File: src/rtl/seg7_scan_decoder.sv
// Snoops a multiplexed active-low 7-segment bus, debounces each {anode,segment} value,
// decodes it back to BCD and publishes complete 4-digit frames plus error pulses.
module seg7_scan_decoder #(
    parameter int STABLE_CYCLES = 4
) (
    input  logic        clk,
    input  logic        rst,
    input  logic [3:0]  anode_in,
    input  logic [7:0]  seg_in,
    output logic [15:0] digits_out,
    output logic [3:0]  dp_out,
    output logic        frame_valid,
    output logic        seg_err,
    output logic        anode_err,
    output logic [7:0]  err_count
);

    localparam int CW = $clog2(STABLE_CYCLES + 1);
    localparam logic [CW-1:0] CNT_MAX = CW'(STABLE_CYCLES);
    localparam logic [CW-1:0] CNT_ACC = CW'(STABLE_CYCLES - 2);
    localparam logic [CW-1:0] CNT_ONE = CW'(1);

    logic [11:0]   in_q;
    logic [CW-1:0] cnt;
    logic [3:0]    mask;
    logic [3:0]    dp_buf;
    logic [3:0]    frame_buf [4];

    logic [11:0] in_now;
    logic        same;
    logic        accept;
    logic        slot_ok;
    logic        anode_bad;
    logic [1:0]  slot_idx;
    logic        seg_bad;
    logic [3:0]  digit;
    logic [3:0]  wr_mask;
    logic [15:0] next_digits;
    logic [3:0]  next_dp;
    logic        write;
    logic        frame_done;
    logic        err_event;

    assign in_now = {anode_in, seg_in};
    assign same   = (in_now == in_q);
    // cnt holds (edges seen - 1), so reaching STABLE_CYCLES-1 on this edge means cnt is S-2 now.
    assign accept = same && (cnt == CNT_ACC);

    always_comb begin
        // NOTE: every combinational output gets a default first so no path leaves it unassigned (no latches).
        slot_ok     = 1'b0;
        anode_bad   = 1'b0;
        slot_idx    = 2'd0;
        seg_bad     = 1'b0;
        digit       = 4'hE;
        next_digits = '0;
        next_dp     = '0;

        case (in_q[11:8])
            4'b1110: begin slot_ok = 1'b1; slot_idx = 2'd0; end
            4'b1101: begin slot_ok = 1'b1; slot_idx = 2'd1; end
            4'b1011: begin slot_ok = 1'b1; slot_idx = 2'd2; end
            4'b0111: begin slot_ok = 1'b1; slot_idx = 2'd3; end
            4'b1111: ;
            default: anode_bad = 1'b1;
        endcase

        case (in_q[6:0])
            7'h40:   digit = 4'd0;
            7'h79:   digit = 4'd1;
            7'h24:   digit = 4'd2;
            7'h30:   digit = 4'd3;
            7'h19:   digit = 4'd4;
            7'h12:   digit = 4'd5;
            7'h02:   digit = 4'd6;
            7'h78:   digit = 4'd7;
            7'h00:   digit = 4'd8;
            7'h10:   digit = 4'd9;
            7'h7F:   digit = 4'hF;
            default: seg_bad = 1'b1;
        endcase

        wr_mask = mask | (4'b0001 << slot_idx);

        // Frame view including the slot being written this edge.
        for (int i = 0; i < 4; i++) begin
            next_digits[i*4 +: 4] = (slot_idx == 2'(i)) ? digit : frame_buf[i];
            next_dp[i]            = (slot_idx == 2'(i)) ? ~in_q[7] : dp_buf[i];
        end
    end

    assign write      = accept && slot_ok;
    assign frame_done = write && (wr_mask == 4'hF);
    assign err_event  = accept && (anode_bad || (slot_ok && seg_bad));

    always_ff @(posedge clk) begin
        // NOTE: sequential state uses non-blocking assignments so every register sees pre-edge values.
        if (rst) begin
            in_q        <= 12'hFFF;
            cnt         <= '0;
            mask        <= '0;
            dp_buf      <= '0;
            // NOTE: the frame buffer is tiny and its reset value (blank) is observable, so it is reset.
            for (int i = 0; i < 4; i++) frame_buf[i] <= 4'hF;
            digits_out  <= 16'hFFFF;
            dp_out      <= '0;
            frame_valid <= 1'b0;
            seg_err     <= 1'b0;
            anode_err   <= 1'b0;
            err_count   <= '0;
        end else begin
            in_q <= in_now;
            if (!same)
                cnt <= '0;
            else if (cnt != CNT_MAX)
                cnt <= cnt + CNT_ONE;

            frame_valid <= frame_done;
            seg_err     <= write && seg_bad;
            anode_err   <= accept && anode_bad;

            if (write) begin
                frame_buf[slot_idx] <= digit;
                dp_buf[slot_idx]    <= ~in_q[7];
                mask                <= frame_done ? 4'b0000 : wr_mask;
            end
            if (frame_done) begin
                digits_out <= next_digits;
                dp_out     <= next_dp;
            end

            if (err_event && (err_count != 8'hFF))
                err_count <= err_count + 8'd1;
        end
    end

endmodule

File: config.mk
export PLATFORM = sky130hd
export DESIGN_NAME = seg7_scan_decoder
export DESIGN_NICKNAME = d
export VERILOG_FILES = /design/src/rtl/seg7_scan_decoder.sv
export SDC_FILE = /design/constraint.sdc
export NUM_CORES = 1
export LEC_CHECK = 0
export CORE_ASPECT_RATIO = 0.9
export CORE_MARGIN = 10
export CORE_UTILIZATION = 48
export DETAILED_ROUTE_END_ITERATION = 12
export PLACE_DENSITY_LB_ADDON = 0.08
export SKIP_LAST_GASP = 1
export SYNTH_ARGS = -nofsm -noshare
export SYNTH_HDL_FRONTEND = slang
export SYNTH_SLANG_ARGS = --single-unit
File: constraint.sdc
create_clock -name clk -period 7.2 [get_ports clk]
set_input_delay 2.16 -clock clk [delete_from_list [all_inputs] [get_ports clk]]
set_output_delay 2.16 -clock clk [all_outputs]
set_load 0.02 [all_outputs]
==> flow_summary.json, run 1 <==
{
  "outcome": "finished, final reports clean",
  "synthCells": 356,
  "pre_cts_ws_ps": 2380,
  "crit_type": "primary input to register",
  "fin_crit_ps": 4420,
  "syn_area_um2": 3410,
  "dieHeight_um": 100,
  "whs_endpoint": "digits_out[14]$_SDFFE_PP1P_",
  "drc": 0,
  "drv_slew": 0,
  "synth-async-reset-ratio": 0,
  "cts_tree": "yes",
  "use_met1": 0.191,
  "period_share": 0.615,
  "die_x_um": 109,
  "hold_class": "register to register",
  "wirelength_um": 8050,
  "busiest_layer": "met2",
  "multi_input_area_um2": 1660,
  "cts.hold.buffers_added": 0,
  "drt-vias-per-instance": 5.52,
  "tightest_slew_ps": 679,
  "power_density_nw_per_um2": 208,
  "h-tree-depth": 3,
  "min-delay-start": "digits_out[14]$_SDFFE_PP1P_",
  "grt_util_met3": 0.0647,
  "synth-edff-count": 16,
  "antenna_cells": 0,
  "grt_pass1_vias": 2618,
  "fin_tns_setup_ps": 0,
  "clock-root-buffer": "clkbuf_8",
  "p_leak_nw": 1.33,
  "cap_violations": 0,
  "initial_utilization": 0.490,
  "ff_latch_area_um2": 1560,
  "post_cts_resized": 0,
  "setup_viol": 0,
  "use_met2": 0.233,
  "vias": 2712,
  "hpwl_um": 5760,
  "synth_ff_type": "dfxtp_1",
  "core_um2": 6970,
  "yosysSeqAreaShare": 0.458,
  "r2r_start": "in_q[11]$_SDFF_PP1_",
  "final_util": 0.587,
  "clock-sinks": 70,
  "synth_top_cell_by_area": "dfxtp_1",
  "insertion_delay_ps": 350,
  "setup_slack_ps": 2780,
  "hold_violations": 0,
  "r2r_end": "digits_out[8]$_SDFFE_PP1P_",
  "synth_cell_types": 67,
  "cts_buffers": 9,
  "gp_congestion": 0.832,
  "arrival_ps": 4660,
  "r2r_cells": 7,
  "drive_gt1_frac": 0.128,
  "area_growth_syn_to_layout_pct": 19.8,
  "dieArea_um2": 10900,
  "num-fill-cells": 658,
  "cp-start-kind": "primary input",
  "grt_antenna_before_repair": 0,
  "fin_nets": 411,
  "clk_pin_slew_worst_paths_ps": 70,
  "cts_setup_buffers": 0,
  "dr.pass1.iters": 4,
  "hold_path_depth": 1,
  "postRouteAntennaNets": 0,
  "yosys_warnings": 0,
  "io_pins": 45,
  "avgSynthCellArea_um2": 9.58,
  "slew_headroom": 0.544,
  "rows": 29,
  "rsz0062_at_grt": "false",
  "synth.net_count": 374,
  "grt_usage": 0.154,
  "grt_max_degree": 19,
  "rrSetupSlack_ps": 4270,
  "skew_ps": 8.93,
  "synth_top_cells_by_area": "dfxtp_1, edfxtp_1, xnor2_1",
  "synth-seq-cells": 70,
  "wl_per_cell_um": 16.4,
  "cp-end-kind": "register",
  "synth_top_area_frac": 0.317,
  "holdWs_ps": 462,
  "max_freq_mhz": 226,
  "drtIter0Drc": 115,
  "port_buffers": 44,
  "cts.path.max_buffers": 2,
  "cp.required_ps": 7440,
  "cp_max_fo": 8,
  "ir_drop_uv": 141,
  "grt_pass1_wl_um": 13200,
  "overflow": 0
}
## kinds of logic (layout without fill, tap and decap cells)
logic type                 count (synthesis)  count (layout)  share of synthesized area
AOI/OAI and AO/OA                         95              95                      0.207
xor gates and xnor gates                  16              16                     0.0411
adders and majority gates                  4               4                     0.0147
buffers and inverters                     34              76                     0.0543
DFF                                       70              70                      0.458
muxes                                      3               3                    0.00880
and+or+nand+nor                          134             134                      0.216
## worst max-delay path: stages
cell and delay [ps]:
clkdlybuf4s50_1 500, xnor2_1 130, nand4_1 160, or4_1 750, a2111oi_4 530, a211oi_1 150
a211o_1 280
## layout by cell type, fill, tap and decap left out, drive strengths merged, types with 5 or more instances in the layout
master / instances
nand3: 6
and3: 5
or2: 16
nand2: 31
edfxtp: 16
clkbuf: 11
o21a: 6
nor3: 5
clkdlybuf4s50: 44
o31ai: 6
dfxtp: 54
o21ai: 24
or3: 5
or4: 7
nand4: 12
a211oi: 8
inv: 14
xnor2: 15
a21oi: 20
nor2: 31
## synth_stat cells (2+ instances only)
cell	n
nor2_1	31
buf_2	4
nand2_1	29
or2_2	16
nand4_1	12
xnor2_1	15
buf_4	5
a211oi_1	7
and3_1	5
a2111oi_4	3
or4_1	6
and2_1	2
o22a_1	4
a2bb2oi_1	4
o21ai_0	21
mux2i_1	3
buf_6	4
ha_1	4
dfxtp_1	54
nand2b_1	4
a21oi_1	19
o31ai_1	6
a31oi_1	2
edfxtp_1	16
or3_1	4
nand3_1	5
clkbuf_1	6
o21a_1	6
o21ai_1	2
inv_1	13
nor3_1	4
a211o_1	3
nor4_1	2
nor4b_1	2
## per-layer routing
layer,up-vias,part of all wire,wire (um)
li1,1366,-,-
met1,1280,0.47,3760
met2,55,0.45,3650
met3,11,0.063,505
met4,0,0.016,130
met5,-,0,0
## report_power, final
part           switching, mW  internal [mW]  total, mW  leakage (nW)
clock                  0.151          0.232      0.382         0.114
sequential            0.0114          0.405      0.416         0.554
combinational         0.0299         0.0240     0.0539         0.666
## per-stage QoR
step | power [mW] | std cells | instance area, um^2
floorplan | 0.464 | 356 | 3410
global placement | 0.478 | 475 | 3850
detailed placement | 0.478 | 475 | 3850
CTS | 0.861 | 491 | 4090
global route | 0.884 | 491 | 4090
finish | 0.852 | 491 | 4090
## layout make-up
class	instances	share of cell area
clock inverters	5	0.0260
multi-input cells	252	0.407
repair buffers	46	0.111
well taps	93	0.0285
inverters	14	0.0129
clock buffers	11	0.0321
flip-flops and latches	70	0.382
## state kept, by name, summed over array words and instances (netlist names)
register	flops
dp_out	4
frame_valid	1
frame_buf	16
cnt	3
dp_buf	4
in_q	12
mask	4
anode_err	1
err_count	8
digits_out	16
seg_err	1
## worst max path at each step
| stage | from | endpoint | slack [ps] | depth (start not counted) |
|---|---|---|---|---|
| detailed placement | anode_in[1] | digits_out[15]$_SDFFE_PP1P_ | 2380 | 7 |
| CTS | seg_in[4] | digits_out[8]$_SDFFE_PP1P_ | 2760 | 7 |
| floorplan | seg_in[6] | digits_out[15]$_SDFFE_PP1P_ | 3240 | 7 |
| finish | seg_in[6] | digits_out[15]$_SDFFE_PP1P_ | 2780 | 7 |
| global route | seg_in[1] | digits_out[8]$_SDFFE_PP1P_ | 2530 | 7 |
| global placement | seg_in[6] | digits_out[15]$_SDFFE_PP1P_ | 2420 | 7 |
(Power assumes the default switching activity.)
==> run 2: changes to the inputs <==
clock period = 4.64 ns   (was 7.2 ns; I/O delays follow)
==> run 2 against run 1 <==
Flip-flop and latch count unchanged. Die area unchanged. Sequential share of layout area up 0.18 points. Clock skew increased by 1.1 ps. Combinational power is 56% higher. First-iteration DRC count increased by 13%. Final area fell by 0.46%. Power rose by 43%. Core utilization decreased by 0.27 points. Register-to-register slack worse by 2500 ps. Largest cell class unchanged. Largest power group unchanged.
==> flow_summary.json, run 2 (synthesis gave the netlist of run 1 again) <==
{
  "mostFrequentLayoutCells": "dfxtp_1, clkdlybuf4s50_1, nor2_1, nand2_1, o21ai_0",
  "cap_violations": 0,
  "p_comb_frac": 0.069,
  "drc": 0,
  "rsz0062_at_grt": "false",
  "h-tree-depth": 3,
  "crit_cells": 7,
  "cts_tree": "yes",
  "fin_nets": 414,
  "r2r_cells": 7,
  "crit_path_cell_trace": "clkdlybuf4s50_1 > xnor2_1 > nand4_1 > or4_1 > a2111oi_4 > a211oi_1 > a211o_1",
  "cp-start-kind": "primary input",
  "layout.cells.most_common": "dfxtp_1",
  "clock-root-buffer": "clkbuf_8",
  "dieHeight_um": 100,
  "grt_usage": 0.153,
  "path_delay_family": "simple AND/OR/NAND/NOR gates",
  "max_freq_mhz": 279,
  "p_seq_frac": 0.528,
  "net-switching-power_mw": 0.307,
  "area_growth_syn_to_layout_pct": 19.3,
  "drive_gt1_frac": 0.140,
  "startpoint": "anode_in[1]",
  "fin_tns_setup_ps": 0,
  "grt_pass1_vias": 2604,
  "port_buffers": 44,
  "ir_drop_uv": 182,
  "intPower_mw": 0.914,
  "slowest_stage": "or4_1",
  "setup_viol": 0,
  "grt_antenna_before_repair": 0,
  "slew_headroom": 0.589,
  "r2r_start": "in_q[1]$_SDFF_PP1_",
  "overflow": 0,
  "antenna_cells": 0,
  "power_density_nw_per_um2": 300,
  "dr.pass1.iters": 4,
  "cp-end-kind": "register",
  "rows": 29,
  "hold_violations": 0,
  "cp.required_ps": 4880,
  "wirelength_um": 8110,
  "clkPwrFrac": 0.403,
  "grt_pass1_wl_um": 13100,
  "skew_ps": 10.0,
  "cts.hold.buffers_added": 0,
  "die_x_um": 109,
  "p_leak_nw": 1.33,
  "min-delay-start": "dp_out[2]$_SDFFE_PP0P_",
  "max_stage_delay_ps": 740,
  "hold_path_depth": 2,
  "reg_top3": "digits_out (16), frame_buf (16), in_q (12)",
  "holdWs_ps": 465,
  "vias": 2696,
  "clk_pin_slew_worst_paths_ps": 80,
  "wl_per_cell_um": 16.4,
  "cts_setup_buffers": 0,
  "cts.path.max_buffers": 2,
  "drt-vias-per-instance": 5.46,
  "outcome": "finished, final reports clean",
  "fin_crit_ps": 3580,
  "tightest_slew_ps": 616,
  "period_share": 0.772,
  "dieArea_um2": 10900,
  "insertion_delay_ps": 350,
  "initial_utilization": 0.490,
  "io_pins": 45,
  "p_sw_frac": 0.252,
  "gp_congestion": 0.826,
  "grt_max_degree": 32,
  "hold_class": "register to register",
  "hpwl_um": 5800,
  "crit_type": "primary input to register",
  "drv_slew": 0,
  "drtIter0Drc": 130,
  "post_cts_resized": 0,
  "core_um2": 6970,
  "arrival_ps": 3820,
  "postRouteAntennaNets": 0,
  "cp_max_fo": 8,
  "path_buf_inv": 1,
  "cts_buffers": 9,
  "clock-sinks": 70
}
run 2: cell count changes in the layout (fill, tap and decap cells not counted):
cell        previous run  this run
clkinvlp_4             1         2
bufinv_16              3         1
clkbuf_1               2         0
clkinv_4               0         1
clkinv_2               0         2
buf_4                  2         5
run 2: power groups by stage:
stage	clock network, mW	logic (mW)	registers, mW
global placement	0	0.0838	0.659
finish	0.492	0.0840	0.645
global route	0.524	0.0920	0.647
CTS	0.506	0.0846	0.645
floorplan	0	0.0745	0.645
detailed placement	0	0.0842	0.659
run 2: layer usage:
metal  wire (um)  share of wire  global-route usage  vias to the layer above
li1            -              -                   -                     1376
met2        3790           0.47               0.242                       60
met1        3720           0.46               0.191                     1252
met3         513          0.063              0.0570                        8
met4          82          0.010              0.0466                        0
met5           0              0                   0                        -
run 2: path summary, 6_finish.rpt:
path                                                     to  slack (ps)
worst max-delay path            digits_out[15]$_SDFFE_PP1P_        1060
worst min-delay path                 dp_out[2]$_SDFFE_PP0P_         470
worst max register to register    err_count[2]$_SDFFE_PP0P_        1810
worst min register to register       dp_out[2]$_SDFFE_PP0P_         470
run 2: worst reg2reg max path, stage by stage, from the launching register on:
cell,delay (ps)
dfxtp_1,630
and4b_1,270
a21o_1,160
a21oi_2,480
a21boi_1,130
o21a_1,380
or4_1,570
a21oi_1,150
run 2: cell type report:
type	count	area, um^2
Clock buffer	9	124
Clock inverter	7	72.6
Fill cell	625	2900
Inverter	14	52.6
Multi-Input combinational cell	252	1660
Sequential cell	70	1560
Tap cell	93	116
Timing Repair Buffer	49	478
run 2: through the flow:
| stage | total power, mW | instances | setup WS [ps] | area, um^2 | util |
|---|---|---|---|---|---|
| after floorplan | 0.719 | 356 | 1450 | 3410 | - |
| final | 1.22 | 494 | 1060 | 4070 | 0.584 |
| after detailed placement | 0.743 | 478 | 696 | 3870 | 0.556 |
| after CTS | 1.24 | 494 | 1070 | 4070 | 0.584 |
| after global placement | 0.743 | 478 | 726 | 3870 | 0.556 |
| after global routing | 1.26 | 494 | 930 | 4070 | 0.584 |
==> run 3: changes to the inputs <==
clock period = 3.65 ns   (was 4.64 ns; I/O delays follow)
==> run 3 against run 2 <==
Hold slack got worse by 2.3 ps. Register-to-register slack got worse by 960 ps. First-iteration DRC count fell by 18%. Largest power group is now clock. Critical path type unchanged. Highest routed layer unchanged.
==> flow_summary.json, run 3 (synthesis gave the netlist of run 1 again) <==
{
  "rsz0062_at_grt": "false",
  "wirelength_um": 8320,
  "max_stage_delay_ps": 700,
  "cp-start-kind": "primary input",
  "outcome": "finished, final reports clean",
  "overflow": 0,
  "drc": 0,
  "cts.path.max_buffers": 2,
  "cp-end-kind": "register",
  "antenna_cells": 0,
  "port_buffers": 44,
  "vias": 2743,
  "pre_cts_ws_ps": 73.4,
  "hold_violations": 0,
  "core_um2": 6970,
  "gp_congestion": 0.850,
  "clock-sinks": 70,
  "period_share": 0.881,
  "postRouteAntennaNets": 0,
  "power_density_nw_per_um2": 434,
  "cp.required_ps": 3900,
  "setup_viol": 0,
  "dieArea_um2": 10900,
  "drtIter0Drc": 106,
  "area_growth_syn_to_layout_pct": 23.8,
  "p_leak_nw": 1.42,
  "insertion_delay_ps": 350,
  "drv_slew": 0,
  "post_cts_resized": 0,
  "dpl.cell_count": 486,
  "drive_gt1_frac": 0.156,
  "reg_top3": "digits_out (16), frame_buf (16), in_q (12)",
  "dieHeight_um": 100,
  "drt-vias-per-instance": 5.46,
  "hold_class": "register to register",
  "fin_nets": 422,
  "initial_utilization": 0.490,
  "max_freq_mhz": 311,
  "clock-root-buffer": "clkbuf_8",
  "grt_max_degree": 32,
  "grt_usage": 0.157,
  "cts_setup_buffers": 0,
  "tightest_slew_ps": 610,
  "dr.pass1.iters": 4,
  "cts.hold.buffers_added": 0,
  "arrival_ps": 3470,
  "slew_headroom": 0.592,
  "crit_path_cell_trace": "clkdlybuf4s50_1 > xnor2_1 > nand4_1 > or4_1 > a2111oi_4 > nand2_1 > o21a_1 > o22a_1",
  "layout.cells.most_common": "dfxtp_1",
  "clk_pin_slew_worst_paths_ps": 80,
  "slowest_stage": "or4_1",
  "h-tree-depth": 3,
  "grt_pass1_vias": 2675,
  "crit_type": "primary input to register",
  "cts_tree": "yes",
  "die_x_um": 109,
  "grt_antenna_before_repair": 0,
  "setup_slack_ps": 433,
  "ir_drop_uv": 276,
  "skew_ps": 7.37,
  "rows": 29,
  "cts_buffers": 9,
  "mostFrequentLayoutCells": "dfxtp_1, clkdlybuf4s50_1, nor2_1, nand2_1, o21ai_0",
  "wl_per_cell_um": 16.6,
  "fin_cells": 502,
  "fin_tns_setup_ps": 0,
  "grt_pass1_wl_um": 13500,
  "fin_crit_ps": 3220,
  "io_pins": 45,
  "cap_violations": 0,
  "cp_max_fo": 5,
  "hpwl_um": 5930
}
==> run 3: cell count changes in the layout (fill, tap and decap cells not counted) <==
cell	before	now
buf_4	5	13
clkinv_2	2	0
clkinvlp_4	2	0
bufinv_16	1	5
==> run 3: metal layers <==
metal,track usage,part of all wire,vias up
li1,-,-,1384
met1,0.198,0.46,1292
met2,0.250,0.47,61
met3,0.0506,0.060,6
met4,0.0476,0.0093,0
met5,0,0,-
==> run 3: where the power goes <==
part,internal (mW),leakage [nW],switching [mW]
Clock,0.596,0.144,0.307
Sequential,0.798,0.554,0.0223
Combinational,0.0494,0.720,0.0592
Total,1.44,1.42,0.389
==> run 3: cell type report <==
class / count / area (um^2)
flip-flops and latches: 70 / 1560
clock buffers: 9 / 124
multi-input cells: 252 / 1660
repair buffers: 57 / 538
clock inverters: 7 / 168
well taps: 93 / 116
fillers: 636 / 2740
inverters: 14 / 52.6
==> run 3: worst max-delay path, delay by kind of cell <==
family	cells	cell delay, ps
AO/OA/AOI/OAI	3	740
buffers and inverters	1	490
XOR/XNOR	1	120
AND/OR/NAND/NOR	3	1000
==> run 3: per-stage QoR <==
stage | power (mW) | hold slack [ps] | area (um^2) | utilization
global route | 1.89 | 490 | 4220 | 0.606
floorplan | 0.914 | 439 | 3410 | -
CTS | 1.85 | 468 | 4220 | 0.606
detailed placement | 0.946 | 452 | 3930 | 0.564
finish | 1.83 | 463 | 4220 | 0.606
global placement | 0.946 | 441 | 3930 | 0.564
==> run 3: path summary, 6_finish.rpt <==
| kind | from | to | slack (ps) | depth (start not counted) |
|---|---|---|---|---|
| setup / recovery | seg_in[5] | digits_out[11]$_SDFFE_PP1P_ | 430 | 8 |
| hold / removal | dp_out[0]$_SDFFE_PP0P_ | dp_out[0]$_SDFFE_PP0P_ | 460 | 2 |
| setup reg to reg | in_q[1]$_SDFF_PP1_ | err_count[2]$_SDFFE_PP0P_ | 850 | 7 |
| hold reg to reg | dp_out[0]$_SDFFE_PP0P_ | dp_out[0]$_SDFFE_PP0P_ | 460 | 2 |
==> patch 1: new RTL, flow settings as in run 2 <==
`STABLE_CYCLES`: 4 -> 8.
--- a/src/rtl/seg7_scan_decoder.sv
+++ b/src/rtl/seg7_scan_decoder.sv
@@ -1,7 +1,7 @@
 // Snoops a multiplexed active-low 7-segment bus, debounces each {anode,segment} value,
 // decodes it back to BCD and publishes complete 4-digit frames plus error pulses.
 module seg7_scan_decoder #(
-    parameter int STABLE_CYCLES = 4
+    parameter int STABLE_CYCLES = 8
 ) (
     input  logic        clk,
     input  logic        rst,
Formal check against the unedited RTL: not equivalent (a bounded check fails within 10 cycles, from zero or initial values and one cycle with rst high).
==> patch 1 against run 2 <==
- final area grew 0.86%
- worst setup slack lost 0.20 ns
- total power shrank 0.56%
- routed wire length shrank 3.5%
- count of clock-buffer cells in the layout grew 1
- sequential cell count grew 1
- non-clock buffer count shrank 1
- synthesized area grew 1.9%
- synthesized cell count shrank 0.84%
- sequential share of layout area grew 0.16 points
==> patch 1: results (changes against run 2) <==
| Metric | Value |
|---|---|
| DRT Pass-1 Iters | 5 (+1) |
| Area after DPL | 3920 um^2 (+1.1%) |
| Routed wire per std cell | 16.1 um (-1.9%) |
| Worst R2R Setup Slack | 1.79 ns (-0.02 ns) |
| Layout cells sized above 1 | 14.2% (+0.28 points) |
| Worst-margin pin slew | 0.873 ns (+0.257 ns) |
| Via/cell ratio | 5.39 (-1.2%) |
| Commonest cells in the netlist | 55 x dfxtp_1, 34 x nand2_1, 29 x nor2_1 |
| Worst Path Max Fanout | 29 (+21) |
| Outcome | finished, final reports clean |
| Hpwl dp | 5610 um (-3.3%) |
| Fin nets | 406 (-1.9%) |
| Asr flop ratio synth | 0% (unchanged) |
| Synth Area per Inst | 9.85 um^2 (+2.8%) |
| Syn_nets | 371 (-0.80%) |
| Total length of routed wires | 7820 um (-3.5%) |
| Largest net degree at the start of global routing | 42 (+31%) |
| Synth area leaders | dfxtp_1 32%, edfxtp_1 14%, nand2_1 3.7%, nor2_1 3.1%, xor2_1 3.0% |
| Sequential share of the synthesized area | 45.5% (-0.30 points) |
| Max clock buf depth | 2 (unchanged) |
| Vias in the first global route | 2599 (-0.19%) |
| RePlAce Congestion | 0.833 (+0.86%) |
| First-pass GRT wire length | 13000 um (-0.94%) |
| Worst ir drop on vdd | 0.189 mV (+3.6%) |
| CP arrival | 4.06 ns (+0.24 ns) |
| # fillers | 631 (+0.96%) |
| Clock Skews | 0.00597 ns (-0.00406 ns) |
==> patch 1: layout make-up <==
| type | instances | area [um^2] | area share (%) |
|---|---|---|---|
| clock inverter | 6 | 61.3 | 1.49 |
| sequential | 71 | 1580 | 38.5 |
| clock buffer | 10 | 128 | 3.11 |
| tap | 93 | 116 | 2.84 |
| multi-input combinational | 247 | 1710 | 41.6 |
| timing repair buffer | 48 | 470 | 11.5 |
| inverter | 11 | 41.3 | 1.01 |
==> patch 1: final timing paths <==
check,startpoint,end,depth (start not counted)
setup reg to reg,in_q[11],dp_out[2],8
hold / removal,dp_buf[1],dp_buf[1],2
hold reg to reg,dp_buf[1],dp_buf[1],2
setup / recovery,seg_in[6],dp_out[2],9
==> patch 1: logic make-up (layout without fill, tap and decap cells) <==
| group | after synthesis | in the layout | synth area share, % |
|---|---|---|---|
| and+or+nand+nor | 140 | 140 | 23.3 |
| AOI/OAI and AO/OA | 76 | 76 | 16.7 |
| DFF | 71 | 71 | 45.5 |
| buffers and inverters | 35 | 75 | 5.47 |
| xor gates and xnor gates | 19 | 19 | 5.22 |
| muxes | 8 | 8 | 2.34 |
| adders and majority gates | 4 | 4 | 1.44 |
==> patch 1: worst max-delay path: stages <==
cell and delay (ns):
clkdlybuf4s50_1 0.46, xor2_2 0.19, nor4_2 0.48, nand3_4 0.22, nor2_2 0.29, o211ai_2 0.28, buf_4 0.31, a211o_1 0.29
a21oi_1 0.14
==> patch 1: per-stage QoR <==
stage / setup WS [ns] / hold slack, ns
final: 0.860 / 0.456
after global routing: 0.676 / 0.483
after CTS: 0.870 / 0.459
after detailed placement: 0.504 / 0.449
after global placement: 0.634 / 0.445
after floorplan: 1.37 / 0.431
==> patch 1: per-layer routing <==
layer	part of all wire, %	GRT usage (%)
met5	0	0
met1	47	18.5
met4	1.2	5.60
met3	5.1	5.05
met2	47	23.1
==> patch 1: report_power, final <==
part / internal, mW / total [mW] / switching, mW
Clock: 0.245 / 0.478 / 0.232
Sequential: 0.637 / 0.652 / 0.0143
Combinational: 0.0372 / 0.0855 / 0.0483
==> patch 2: new RTL, settings of run 2 <==
Without the edit above. Add an input register stage for `anode_in` and `seg_in`, with the module's reset; this delays them by one clock.
--- a/src/rtl/seg7_scan_decoder.sv
+++ b/src/rtl/seg7_scan_decoder.sv
@@ -20,6 +20,19 @@
     localparam logic [CW-1:0] CNT_ACC = CW'(STABLE_CYCLES - 2);
     localparam logic [CW-1:0] CNT_ONE = CW'(1);
 
+    logic [3:0] anode_q;
+    logic [7:0] seg_q;
+
+    always_ff @(posedge clk) begin
+        if (rst) begin
+            anode_q <= '0;
+            seg_q   <= '0;
+        end else begin
+            anode_q <= anode_in;
+            seg_q   <= seg_in;
+        end
+    end
+
     logic [11:0]   in_q;
     logic [CW-1:0] cnt;
     logic [3:0]    mask;
@@ -41,7 +54,7 @@
     logic        frame_done;
     logic        err_event;
 
-    assign in_now = {anode_in, seg_in};
+    assign in_now = {anode_q, seg_q};
     assign same   = (in_now == in_q);
     // cnt holds (edges seen - 1), so reaching STABLE_CYCLES-1 on this edge means cnt is S-2 now.
     assign accept = same && (cnt == CNT_ACC);
Check against the original RTL: not equivalent (a bounded check fails within 10 cycles, from zero or initial values and one cycle with rst high).
==> patch 2 against run 2 <==
- synthesized area rose by 5.6%
- worst setup slack got worse by 0.043 ns
- total power up 15%
- via count is 3.6% higher
- routed wire length is 1.4% lower
- non-clock buffer count shrank 4
- final area grew 3.9%
- sequential power is 18% higher
- clock skew fell by 0.0035 ns
- sequential share of layout area is 4.2 points higher
- hold slack worse by 0.010 ns
- combinational power decreased by 8.0%
- sequential cell count grew 12
- critical endpoint is now frame_buf[1][2]
==> patch 2: results (changes against run 2) <==
| Metric | Value |
|---|---|
| Fin nets | 428 (+3.4%) |
| WP data required | 4.71 ns (-0.17 ns) |
| Layout cells sized above 1 | 11.1% (-2.9 points) |
| Worst Path Max Fanout | 17 (+9) |
| Top flop regs | digits_out: 16 flops, frame_buf: 16 flops, in_q: 12 flops |
| ClkCell Share | 5.12% (+0.29 points) |
| Initial antenna violation count | 0 (unchanged) |
| Iteration-0 DRC Markers | 196 (+51%) |
| Tightest Hold Check Type | flop to flop |
| Fraction of area in multi-input gates | 38.0% (-2.9 points) |
| Outcome | finished, final reports clean |
| Root buffer cell | clkbuf_8 |
| Synth Area per Inst | 9.53 um^2 (-0.50%) |
| Via/cell ratio | 5.50 (+0.74%) |
| Slowest-stage cell, CP | dfxtp_1 |
| Worst ir drop on vdd | 0.238 mV (+31%) |
| Sequential share of the synthesized area | 50.0% (+4.2 points) |
| RePlAce Congestion | 0.870 (+5.3%) |
| Core outline area | 7180 um^2 (+3.1%) |
| Total track usage | 14.0% (-1.3 points) |
| First-pass GRT wire length | 13100 um (about the same) |
| Hpwl dp | 5820 um (+0.26%) |
| Asr flop ratio synth | 0% (unchanged) |
| Comb_multi_in | 261 (+3.6%) |
| Setup bufs post-CTS | 0 (unchanged) |
| Cells resized by post-CTS repair | 0 (unchanged) |
| Buffer share of cell area | 10.6% (-1.2 points) |
| Commonest cells in the netlist | 66 x dfxtp_1, 36 x nor2_1, 31 x nand2_1 |
| Inst Count DP | 492 (+2.9%) |
| Routed wire per std cell | 15.7 um (-4.1%) |
| Dpl ws | 0.753 ns (+0.0569 ns) |
| Seq area share | 42.6% (+4.2 points) |
| Area after DPL | 4010 um^2 (+3.6%) |
| Final Non-Filler Cells | 508 (+2.8%) |
| Max clock buf depth | 2 (unchanged) |
| Vias in the first global route | 2583 (-0.81%) |
| # fillers | 661 (+5.8%) |
| Final Cell Area | 4230 um^2 (+3.9%) |
| Clock Skews | 0.00656 ns (-0.00347 ns) |
| Synth area leaders | dfxtp_1 37%, edfxtp_1 13%, a21oi_1 3.9%, nor2_1 3.8%, nand2_1 3.2% |
| Syn_nets | 396 (+5.9%) |
| CP max stage delay | 0.74 ns (about the same) |
| Worst-margin pin slew | 0.767 ns (+0.151 ns) |
| Post-synthesis cell type count | 60 (-10%) |
| Leak pwr | 1.42 nW (+6.8%) |
| Non-clock buffer count | 45 (-8.2%) |
| Num Clock Sinks | 82 (+17%) |
| EDFF count, synth | 16 (unchanged) |
| CP top delay family | simple AND/OR/NAND/NOR gates |
| DRT Pass-1 Iters | 4 (unchanged) |
| Largest net degree at the start of global routing | 47 (+47%) |
| Nonclk inv count | 11 (-3) |
| Yosys warns | 0 (unchanged) |
-- patch 2: cells by family after synthesis --
family          Yosys count  synth area share (%)
fa+ha+maj                 4                  1.39
mux                       3                 0.833
simple gates            151                  22.3
flops                    82                  50.0
xor+xnor                 17                  4.13
compound gates           86                  15.9
buf+inv                  35                  5.45
-- patch 2: per-layer routing --
layer	up-vias	GRT usage, %	wire length, um
met3	11	5.57	593
met5	-	0	0
met2	68	20.6	3500
met4	0	4.64	102
li1	1402	-	-
met1	1312	18.5	3810
-- patch 2: worst paths after layout --
check,startpoint,endpoint,slack (ns),cells after the start
hold / removal,dp_out[3],dp_out[3],0.46,2
hold reg to reg,dp_out[3],dp_out[3],0.46,2
setup reg to reg,in_q[11],frame_buf[1][2],1.01,6
setup / recovery,in_q[11],frame_buf[1][2],1.01,6
-- patch 2: where the power goes --
part	switching [mW]	internal (mW)	total [mW]
Sequential	0.0243	0.737	0.761
Clock	0.258	0.302	0.561
Combinational	0.0416	0.0357	0.0773
Total	0.324	1.07	1.40
